--- config.mk ---
export PLATFORM = sky130hd
export DESIGN_NAME = mem_ctrl
export DESIGN_NICKNAME = d
export VERILOG_FILES = /design/src/rtl/mem_ctrl_pkg.sv /design/src/rtl/mem_ctrl.sv
export SDC_FILE = /design/constraint.sdc
export NUM_CORES = 1
export LEC_CHECK = 0
export CAP_MARGIN = 20
export CORE_ASPECT_RATIO = 2
export CORE_MARGIN = 10
export CORE_UTILIZATION = 49
export CTS_CLUSTER_DIAMETER = 120
export DETAILED_ROUTE_END_ITERATION = 7
export GPL_TIMING_DRIVEN = 0
export PLACE_DENSITY = 0.94
export SLEW_MARGIN = 20
export SYNTH_ARGS = -nofsm -noshare
export SYNTH_HDL_FRONTEND = slang
export SYNTH_SLANG_ARGS = --single-unit
--- constraint.sdc ---
create_clock -name clk -period 4.7 [get_ports clk]
set_clock_uncertainty 0.1 [all_clocks]
set_input_delay 1.175 -clock clk [delete_from_list [all_inputs] [get_ports clk]]
set_output_delay 1.175 -clock clk [all_outputs]
set_load 0.01 [all_outputs]
--- src/rtl/mem_ctrl_pkg.sv ---
// mem_ctrl_pkg: shared state encoding and lane count for the byte-serial memory controller.
package mem_ctrl_pkg;
   typedef enum logic [2:0] {MemIdle, MemRd, MemRdLast, MemWr, MemDone} mem_state_t;
   localparam int MemLanes = 4;
endpackage

--- src/rtl/mem_ctrl.sv ---
// mem_ctrl: sequences 32-bit data/fetch requests as four byte accesses on a shared byte-wide synchronous RAM.
module mem_ctrl
   import mem_ctrl_pkg::*;
#(
   parameter int ADDR_W = 17
) (
   input  logic              clk,
   input  logic              rst,
   input  logic              ram_r_enable_i,
   input  logic              ram_w_enable_i,
   input  logic [3:0]        ram_w_mask_i,
   input  logic [31:0]       ram_w_data_i,
   input  logic [31:0]       ram_addr_i,
   output logic [31:0]       ram_r_data_o,
   output logic              ram_busy_o,
   output logic              ram_done_o,
   input  logic              if_r_enable_i,
   input  logic [31:0]       if_addr_i,
   output logic [31:0]       if_data_o,
   output logic              if_done_o,
   output logic [ADDR_W-1:0] mem_addr_o,
   output logic              mem_wr_o,
   output logic [7:0]        mem_dout_o,
   input  logic [7:0]        mem_din_i
);
   mem_state_t        r_state;
   logic [ADDR_W-1:0] r_base;
   logic [1:0]        r_lane;
   logic [3:0]        r_mask;
   logic [31:0]       r_data;
   logic              r_own_if;
   logic [23:0]       r_buf;
   logic [31:0]       r_ram_rdata;
   logic [31:0]       r_if_rdata;
   logic              w_data_req;
   logic [31:0]       w_addr;
   logic              w_drive;
   logic              w_last_lane;
   logic              w_unused;

   assign w_data_req  = ram_w_enable_i | ram_r_enable_i;
   assign w_addr      = w_data_req ? ram_addr_i : if_addr_i;
   assign w_drive     = (r_state == MemRd) | (r_state == MemWr);
   assign w_last_lane = r_lane == 2'(MemLanes - 1);
   assign w_unused    = ^{ram_addr_i[31:ADDR_W], ram_addr_i[1:0], if_addr_i[31:ADDR_W], if_addr_i[1:0]};

   always_ff @(posedge clk) begin
      if (rst) begin
         r_state     <= MemIdle;
         r_base      <= '0;
         r_lane      <= '0;
         r_mask      <= '0;
         r_data      <= '0;
         r_own_if    <= 1'b0;
         r_buf       <= '0;
         r_ram_rdata <= '0;
         r_if_rdata  <= '0;
      end else begin
         case (r_state)
            MemIdle: if (w_data_req | if_r_enable_i) begin
               r_base   <= {w_addr[ADDR_W-1:2], 2'b00};
               r_mask   <= ram_w_mask_i;
               r_data   <= ram_w_data_i;
               r_own_if <= ~w_data_req;
               r_lane   <= '0;
               r_state  <= ram_w_enable_i ? MemWr : MemRd;
            end
            // mem_din_i lags the address by a cycle; after four shifts r_buf holds bytes 2..0
            MemRd: begin
               r_buf   <= {mem_din_i, r_buf[23:8]};
               r_lane  <= r_lane + 2'd1;
               r_state <= w_last_lane ? MemRdLast : MemRd;
            end
            MemRdLast: begin
               if (r_own_if) r_if_rdata <= {mem_din_i, r_buf};
               else r_ram_rdata <= {mem_din_i, r_buf};
               r_state <= MemDone;
            end
            MemWr: begin
               r_lane  <= r_lane + 2'd1;
               r_state <= w_last_lane ? MemDone : MemWr;
            end
            MemDone: begin
               r_lane  <= '0;
               r_state <= MemIdle;
            end
            default: r_state <= MemIdle;
         endcase
      end
   end

   assign ram_busy_o   = (r_state != MemIdle) & (r_state != MemDone);
   assign ram_done_o   = (r_state == MemDone) & ~r_own_if;
   assign if_done_o    = (r_state == MemDone) & r_own_if;
   assign ram_r_data_o = r_ram_rdata;
   assign if_data_o    = r_if_rdata;
   assign mem_addr_o   = w_drive ? r_base + ADDR_W'(r_lane) : '0;
   assign mem_wr_o     = (r_state == MemWr) & r_mask[r_lane];
   assign mem_dout_o   = (r_state == MemWr) ? r_data[{r_lane, 3'b000} +: 8] : '0;
endmodule
======== After elaboration in Yosys (flattened, before gate mapping) ========
Cells that the tools add are included.
cells by class
  add/sub/neg operators ................... 2
  multiply operators ...................... 0
  div/mod/pow operators ................... 0
  $lt $le $gt $ge ......................... 1
  equal/unequal tests ..................... 7
  shift operators ......................... 1
  multiplexer cells ....................... 12
  bitwise operators ....................... 9
  reductions and logical operators ........ 8
operators with widths
  operator             count
  $mux 17              2
  $shiftx 32x6->8      1
  $add 17x2->17        1
  $pmux 3 s4           1
  $mux 8               1
  $reduce_and 2->1     4
  $eq 3x2->1 const B   2
  $mux 2               3
  $mux 3               2
  $pmux 2 s3           1
  $reduce_bool 3->1    2
  $and 1x1->1          4
  $eq 3x1->1 const B   1
  $eq 3x3->1 const B   1
  $logic_not 3->1      1
  $lt 2x3->1 const B   1
  $ne 3x3->1 const B   1
  $or 1x1->1           3
  $add 2x1->2 const B  1
  $bmux 1 s2           1
  $eq 2x2->1 const B   1
  $ne 2x2->1 const B   1
  $not 1->1            2
  $reduce_or 2->1      1
  $mux 1               1
word-level totals
  register bits ........................... 145
  latch bits .............................. 0
  bits in writable memories ............... 0
  bits in read-only memories .............. 0
  input port bits ......................... 113
  output and inout port bits .............. 93
  logic and storage cells ................. 49
  memories ................................ 0

======== Depth between registers and ports, before layout ========
Gate-level depths: netlist of run 1.
  depth after elaboration ................. 4
  mapped depth ............................ 6
  depth with buffers taken out ............ 4

======== Worst setup path before layout of run 1 ========
Ideal clock, no wire load.
  path type ............................... reg2out
  start ................................... register r_lane[0]
  end ..................................... output port mem_dout_o[0]
  data arrival time ....................... 1.382 ns
  required time ........................... 3.425 ns
  slack ................................... 2.043 ns
  stages on the path, launching flop included .. 4
  path buffers ............................ 1
  cell sequence ........................... dfxtp_1 -> buf_2 -> mux4_2 -> and3_1
on the way
  word-level cells in the longest chain between the ends .. 2
ends and longest elaborated chain
  item                      line            source
  start: declaration        mem_ctrl.sv:28  logic [1:0] r_lane;
  start signal: assignment  mem_ctrl.sv:71  r_lane <= r_lane + 2'd1;
  start signal: assignment  mem_ctrl.sv:80  r_lane <= r_lane + 2'd1;
  $shiftx 32x6->8           mem_ctrl.sv:99  assign mem_dout_o = (r_state == MemWr) ? r_data[{r_lane, 3'b000} +: 8] : '0;
  $mux 8                    mem_ctrl.sv:99
  end: declaration          mem_ctrl.sv:23  output logic [7:0] mem_dout_o,
Every way passes these cells.

======== Worst setup path in the final report of run 1 ========
  start ................................... register r_lane[0]
  end ..................................... output port mem_dout_o[4]
Same word-level chain as after synthesis.

==> impl_metrics.toml, run 1 <==
[final_layout]
layoutNonFillerInstCount = 1062
multi_input_comb_area_mm2 = 0.00262
fill_cells = 823
antenna-diode-count = 0
synthToLayoutAreaGrowth_pct = 43.2
fin_area_mm2 = 0.00840
ff_latch_area_mm2 = 0.00290
final_net_count = 1019
final_layout_size_suffix_gt1_share_pct = 8.83

[clocking]
ctsHtreeMaxLevel = 4
cts.repair.resized = 0
cts.sinks = 145
clock_tree.buffer_depth = 2
clk_transition_reported_paths_ps = 60
clock_buffers_created_by_tritoncts = 17
clock_tree_from_tritoncts = "done"
cts_root_buffer = "clkbuf_16"
cts_hold_buffers = 0
cts_setup_buffers = 0
worstSkewPairLatency_ps = 410

[routing]
first_pass_iters = 5
drc = 0
routed_wirelength_um = 19900
detailroute.via_count = 6041
detail_route.vias_per_cell = 5.69
antenna_violating_nets_post_route = 0
drtIter0Drc = 301
routedWlPerCell_um = 18.8

[worst_hold_path]
hold_path.class = "reg2reg"
worst_hold_path.num_cells = 2

[logic_synthesis]
ys_seq_area_share_pct = 49.5
yosys-top-cells-area = "dfxtp_1 49%, nand2_1 12%, a21oi_1 12%"
synthesis.instances = 716
synthFlopType = "dfxtp_1"
cell_types_with_the_highest_counts_after_synthesis = "192 x nand2_1, 145 x dfxtp_1, 141 x a21oi_1"
synth_nets = 830
synth_enable_flop_cells = 0
post_synth.cell_area_avg_um2 = 8.19
postSynth.asyncResetShare_pct = 0
synth-seq-cells = 145
synthDominantCellAreaShare_pct = 49.5
post-synth-top-area-cell = "dfxtp_1"
synthesis.area_mm2 = 0.00586
post_synth_num_cell_types = 35
synth_warnings = 0
post-synth-top-count-cell = "nand2_1"

[worst_setup_path]
worst_r2r_endpoint = "if_data_o[26]"
worst_setup_path_start_kind = "flop"
critical-path-max-stage-delay_ps = 550
crit_end = "mem_dout_o[4]"
worst-endpoint-required_ps = 3420
crit_type = "reg2out"
length_in_cells_of_the_worst_reg_to_reg_path = 6
timing.critical_path.arrival_ps = 2530
regToRegStartpoint = "r_state[0]"
crit_slowest_cell = "mux4_2"
cp-startpoint = "r_lane[0]"
r2r_setup_slack_ps = 2820
crit_path_max_fanout = 10
cp_cell_sequence = "buf_2 -> mux4_2 -> and3_1 -> clkdlybuf4s50_1"
setup.worst_path.end_class = "output port"

[grt]
grt_start_max_net_pins = 17
grt_busiest_layer = "met2"
globalRouteOverflowTotal = 0
met1_usage_pct = 19.6
vias_in_the_first_global_route = 6240
track_usage_pct = 22.5
grt_pass1_wl_um = 31600
met2_usage_pct = 43.9
grt.met3_usage_pct = 5.29
antenna_found_initial = 0

[place]
gp_congestion = 0.918
port_buffers = 170
placed_cells_incl_taps = 1031
placement.cell_area_mm2 = 0.00775
dp_hpwl_um = 14800

[pwr]
power_density_mw_per_mm2 = 400
ir_drop_mv = 0.320
power_w = 0.00336
total_leakage_power_nw = 2.96

[die]
dieHeight_um = 175
placeableCoreArea_mm2 = 0.0117
ios = 206
start_util_pct = 50.1
rows = 56
dieArea_mm2 = 0.0170
die_width_um = 97.4

[sta]
slew_viol_final = 0
hold_viol_final = 0
fmaxAchievable_mhz = 263
setup_total_negative_slack_ps = 0
slew_headroom_pct = 56.8
post-route-period-util_pct = 81.0
worst-slew-pin-transition_ps = 648
timing.final.setup_violations = 0
rsz0062_at_grt = "no"
timing.final.crit_period_ps = 3810

[run]
max_cap_viol_count = 0

[outcome]
status = "completed"
## cell type report
type | instances | share of cell area, %
Sequential cell | 145 | 34.6
Clock inverter | 12 | 2.46
Tap cell | 145 | 2.16
Timing Repair Buffer | 170 | 20.3
Clock buffer | 19 | 5.27
Multi-Input combinational cell | 501 | 31.2
Buffer | 68 | 3.95
Inverter | 2 | 0.0894
## sequential cells by signal, summed over array words and instances (netlist names)
register	cells
r_own_if	1
r_data	32
ram_r_data_o	32
if_data_o	32
r_state	3
r_buf	24
r_lane	2
r_base	15
r_mask	4
## stage by stage
step | hold slack [ps] | util [%] | setup WS (ps)
after floorplan | 345 | - | 2040
after global placement | 341 | 66.2 | 1390
after detailed placement | 348 | 66.2 | 1370
after CTS | 356 | 71.8 | 906
after global routing | 375 | 71.8 | 833
final | 353 | 71.8 | 893
## routing by layer
metal,up-vias,part of all wire [%]
met4,0,5.8
met3,79,6.5
met2,276,56
met5,-,0
li1,2836,-
met1,2850,32
## kinds of logic after synthesis
logic type	share of synthesized area, %
buffers and inverters	5.78
adders and majority gates	0.213
xor gates and xnor gates	0.149
DFF	49.5
muxes	3.46
and+or+nand+nor	21.7
AOI/OAI and AO/OA	19.2
## worst min path at each step
| stage | startpoint | end | slack (ps) |
|---|---|---|---|
| 6_report | ram_r_data_o[6] | ram_r_data_o[6] | 350 |
| 5_1_grt | ram_r_data_o[29] | ram_r_data_o[29] | 380 |
| 4_1_cts | ram_r_data_o[19] | ram_r_data_o[19] | 360 |
| 3_5_place_dp | ram_r_data_o[19] | ram_r_data_o[19] | 350 |
| 3_3_place_gp | if_data_o[21] | if_data_o[21] | 340 |
| 2_1_floorplan | r_buf[0] | if_data_o[0] | 350 |
## where the power goes
group,total (W),switching [W],leakage [nW],internal [W]
sequential,0.00136,0.0000530,1.18,0.00131
clock,0.00149,0.000535,0.308,0.000959
combinational,0.000509,0.000280,1.48,0.000229
total,0.00336,0.000868,2.96,0.00249
## critical path: cells and delay by family (launching register included)
kind                   cells  cell delay, ps
buffers and inverters      2             860
muxes                      1             550
DFF                        1             480
and+or+nand+nor            1             220
## layout by cell type, fill, tap and decap left out, types with 3 or more instances in the layout
master           instances
a311oi_1                15
dfxtp_1                145
clkdlybuf4s50_1        170
and3_1                  10
and2_1                  17
nor3_1                   3
clkinvlp_4               3
nand2_1                192
nand3_1                 36
clkbuf_16               17
buf_4                    5
o21ai_1                 15
mux4_2                   9
clkbuf_1                33
bufinv_16                5
buf_2                   28
a21oi_1                141
o21ai_0                 37
nor2_1                   4
buf_6                    3
(Power assumes the default switching activity.)
==> run 2: changes to the inputs <==
--- a/config.mk
+++ b/config.mk
@@ -8,11 +8,11 @@
 export CAP_MARGIN = 20
 export CORE_ASPECT_RATIO = 2
 export CORE_MARGIN = 10
-export CORE_UTILIZATION = 49
+export CORE_UTILIZATION = 41
 export CTS_CLUSTER_DIAMETER = 120
 export DETAILED_ROUTE_END_ITERATION = 7
 export GPL_TIMING_DRIVEN = 0
-export PLACE_DENSITY = 0.94
+export PLACE_DENSITY = 0.85
 export SLEW_MARGIN = 20
 export SYNTH_ARGS = -nofsm -noshare
 export SYNTH_HDL_FRONTEND = slang
==> constraint.sdc (replaced) <==
create_clock -name clk -period 3.4 [get_ports clk]
set_clock_uncertainty 0.1 [all_clocks]
set_input_delay 0.85 -clock clk [delete_from_list [all_inputs] [get_ports clk]]
set_output_delay 0.85 -clock clk [all_outputs]
set_load 0.01 [all_outputs]
==> impl_metrics.toml, run 2 (synthesis gave the netlist of run 1 again) <==
[final_layout]
final_layout_size_suffix_gt1_share_pct = 9.04
multi_input_comb_area_mm2 = 0.00262
fin_area_mm2 = 0.00840
synthToLayoutAreaGrowth_pct = 43.3
layout.cells.most_common = "nand2_1"
antenna-diode-count = 0
final_cell_mix = "192 x nand2_1, 170 x clkdlybuf4s50_1, 144 x dfxtp_1"
fill_cells = 1213
final_net_count = 1019
ff_latch_area_mm2 = 0.00290
final_core_utilization_pct = 60.2

[grt]
antenna_found_initial = 0
globalRouteOverflowTotal = 0
grt.met3_usage_pct = 4.93
vias_in_the_first_global_route = 6113
grt_start_max_net_pins = 17
track_usage_pct = 20.4
grt_busiest_layer = "met2"
grt_pass1_wl_um = 32500
met1_usage_pct = 18.7
met2_usage_pct = 39.8

[sta]
timing.hold.ws_ps = 353
worst-slew-pin-transition_ps = 627
timing.final.setup_violations = 0
timing.final.crit_period_ps = 3270
slew_headroom_pct = 58.2
slew_viol_final = 0
post-route-period-util_pct = 96.0
rsz0062_at_grt = "no"
fmaxAchievable_mhz = 306
setup_total_negative_slack_ps = 0
hold_viol_final = 0

[worst_setup_path]
crit_slowest_cell = "clkdlybuf4s50_1"
timing.critical_path.max_delay_family = "buffers and inverters"
crit_path_max_fanout = 10
worst_setup_path_start_kind = "flop"
timing.critical_path.arrival_ps = 2320
worst-endpoint-required_ps = 2450
cp.buffers_inverters = 2
cp_cell_sequence = "clkbuf_1 -> mux4_2 -> and3_1 -> clkdlybuf4s50_1"
crit_type = "reg2out"
critical-path-max-stage-delay_ps = 480
setup.worst_path.end_class = "output port"

[clocking]
clock_tree_from_tritoncts = "done"
cts_hold_buffers = 0
clk_transition_reported_paths_ps = 60
clock_tree.buffer_depth = 2
cts.sinks = 145
ctsHtreeMaxLevel = 4
worstSkewPairLatency_ps = 420
cts_root_buffer = "clkbuf_16"
clock_buffers_created_by_tritoncts = 17

[routing]
first_pass_iters = 4
routedWlPerCell_um = 18.2
drtIter0Drc = 264
routed_wirelength_um = 20200
detailroute.via_count = 5915
antenna_violating_nets_post_route = 0
detail_route.vias_per_cell = 5.34
drc = 0

[outcome]
status = "completed"

[run]
max_cap_viol_count = 0

[pwr]
p_clk_share_pct = 42.2
total_leakage_power_nw = 2.94
power_w = 0.00446
combPwrFrac_pct = 15.8
sequentialPowerShare_pct = 42.1
ir_drop_mv = 0.352
net-switching-power_w = 0.00122
cell_internal_power_dissipation_w = 0.00324
switching_share_pct = 27.4
power_density_mw_per_mm2 = 531

[worst_hold_path]
hold_path.class = "reg2reg"

[place]
dp_hpwl_um = 15300
gp_congestion = 0.892
port_buffers = 170
placement.cell_area_mm2 = 0.00780

[die]
start_util_pct = 42.0
die_width_um = 105
placeableCoreArea_mm2 = 0.0140
rows = 61
ios = 206
dieHeight_um = 189
dieArea_mm2 = 0.0198
run 2: cell types whose count changed in the layout (fill, tap and decap cells not counted), sizes merged:
cell | before | now
inv | 4 | 7
clkinv | 2 | 4
clkinvlp | 3 | 2
bufinv | 5 | 2
run 2: power groups by stage:
stage | Combinational [W] | Clock (W) | Sequential, W
after global placement | 0.000684 | 0 | 0.00190
after detailed placement | 0.000696 | 0 | 0.00191
after global routing | 0.000770 | 0.00198 | 0.00189
final | 0.000703 | 0.00188 | 0.00188
after floorplan | 0.000414 | 0 | 0.00189
after CTS | 0.000704 | 0.00190 | 0.00187
run 2: final timing paths:
path                   start               to  slack (ps)  depth (start not counted)
max                r_lane[1]    mem_dout_o[4]         130                          4
min reg2reg  ram_r_data_o[8]  ram_r_data_o[8]         350                          2
min          ram_r_data_o[8]  ram_r_data_o[8]         350                          2
max reg2reg       r_state[2]        r_data[8]        1570                          5
run 2: what timing repair did:
item,CTS,global route
setup buffers,0,0
setup endpoints to repair,7,6
cloned,0,0
resized for setup,1,1
run 2: area by class of cell:
cell class	count	share of cell area, %
tap	189	2.81
sequential	145	34.6
multi-input combinational	501	31.2
buffer	68	3.98
clock inverter	13	1.82
timing repair buffer	170	20.3
clock buffer	19	5.27
inverter	2	0.0894
run 2: routing by layer:
layer	wire, um	share of wire [%]	vias up
met1	6590	33	2785
met3	1120	5.6	60
met4	866	4.3	0
met2	11600	57	243
met5	0	0	-
li1	-	-	2827
run 2: per-stage QoR:
stage                     setup slack (ps)  instances
after floorplan                       1070        716
after global placement                 385       1075
after detailed placement               374       1075
after CTS                             23.6       1107
after global routing                  61.3       1107
final                                  135       1107
run 2: worst min-delay path, stage by stage, from the launching register on:
cell	delay [ps]
dfxtp_1	310
nand2_1	50
a21oi_1	50
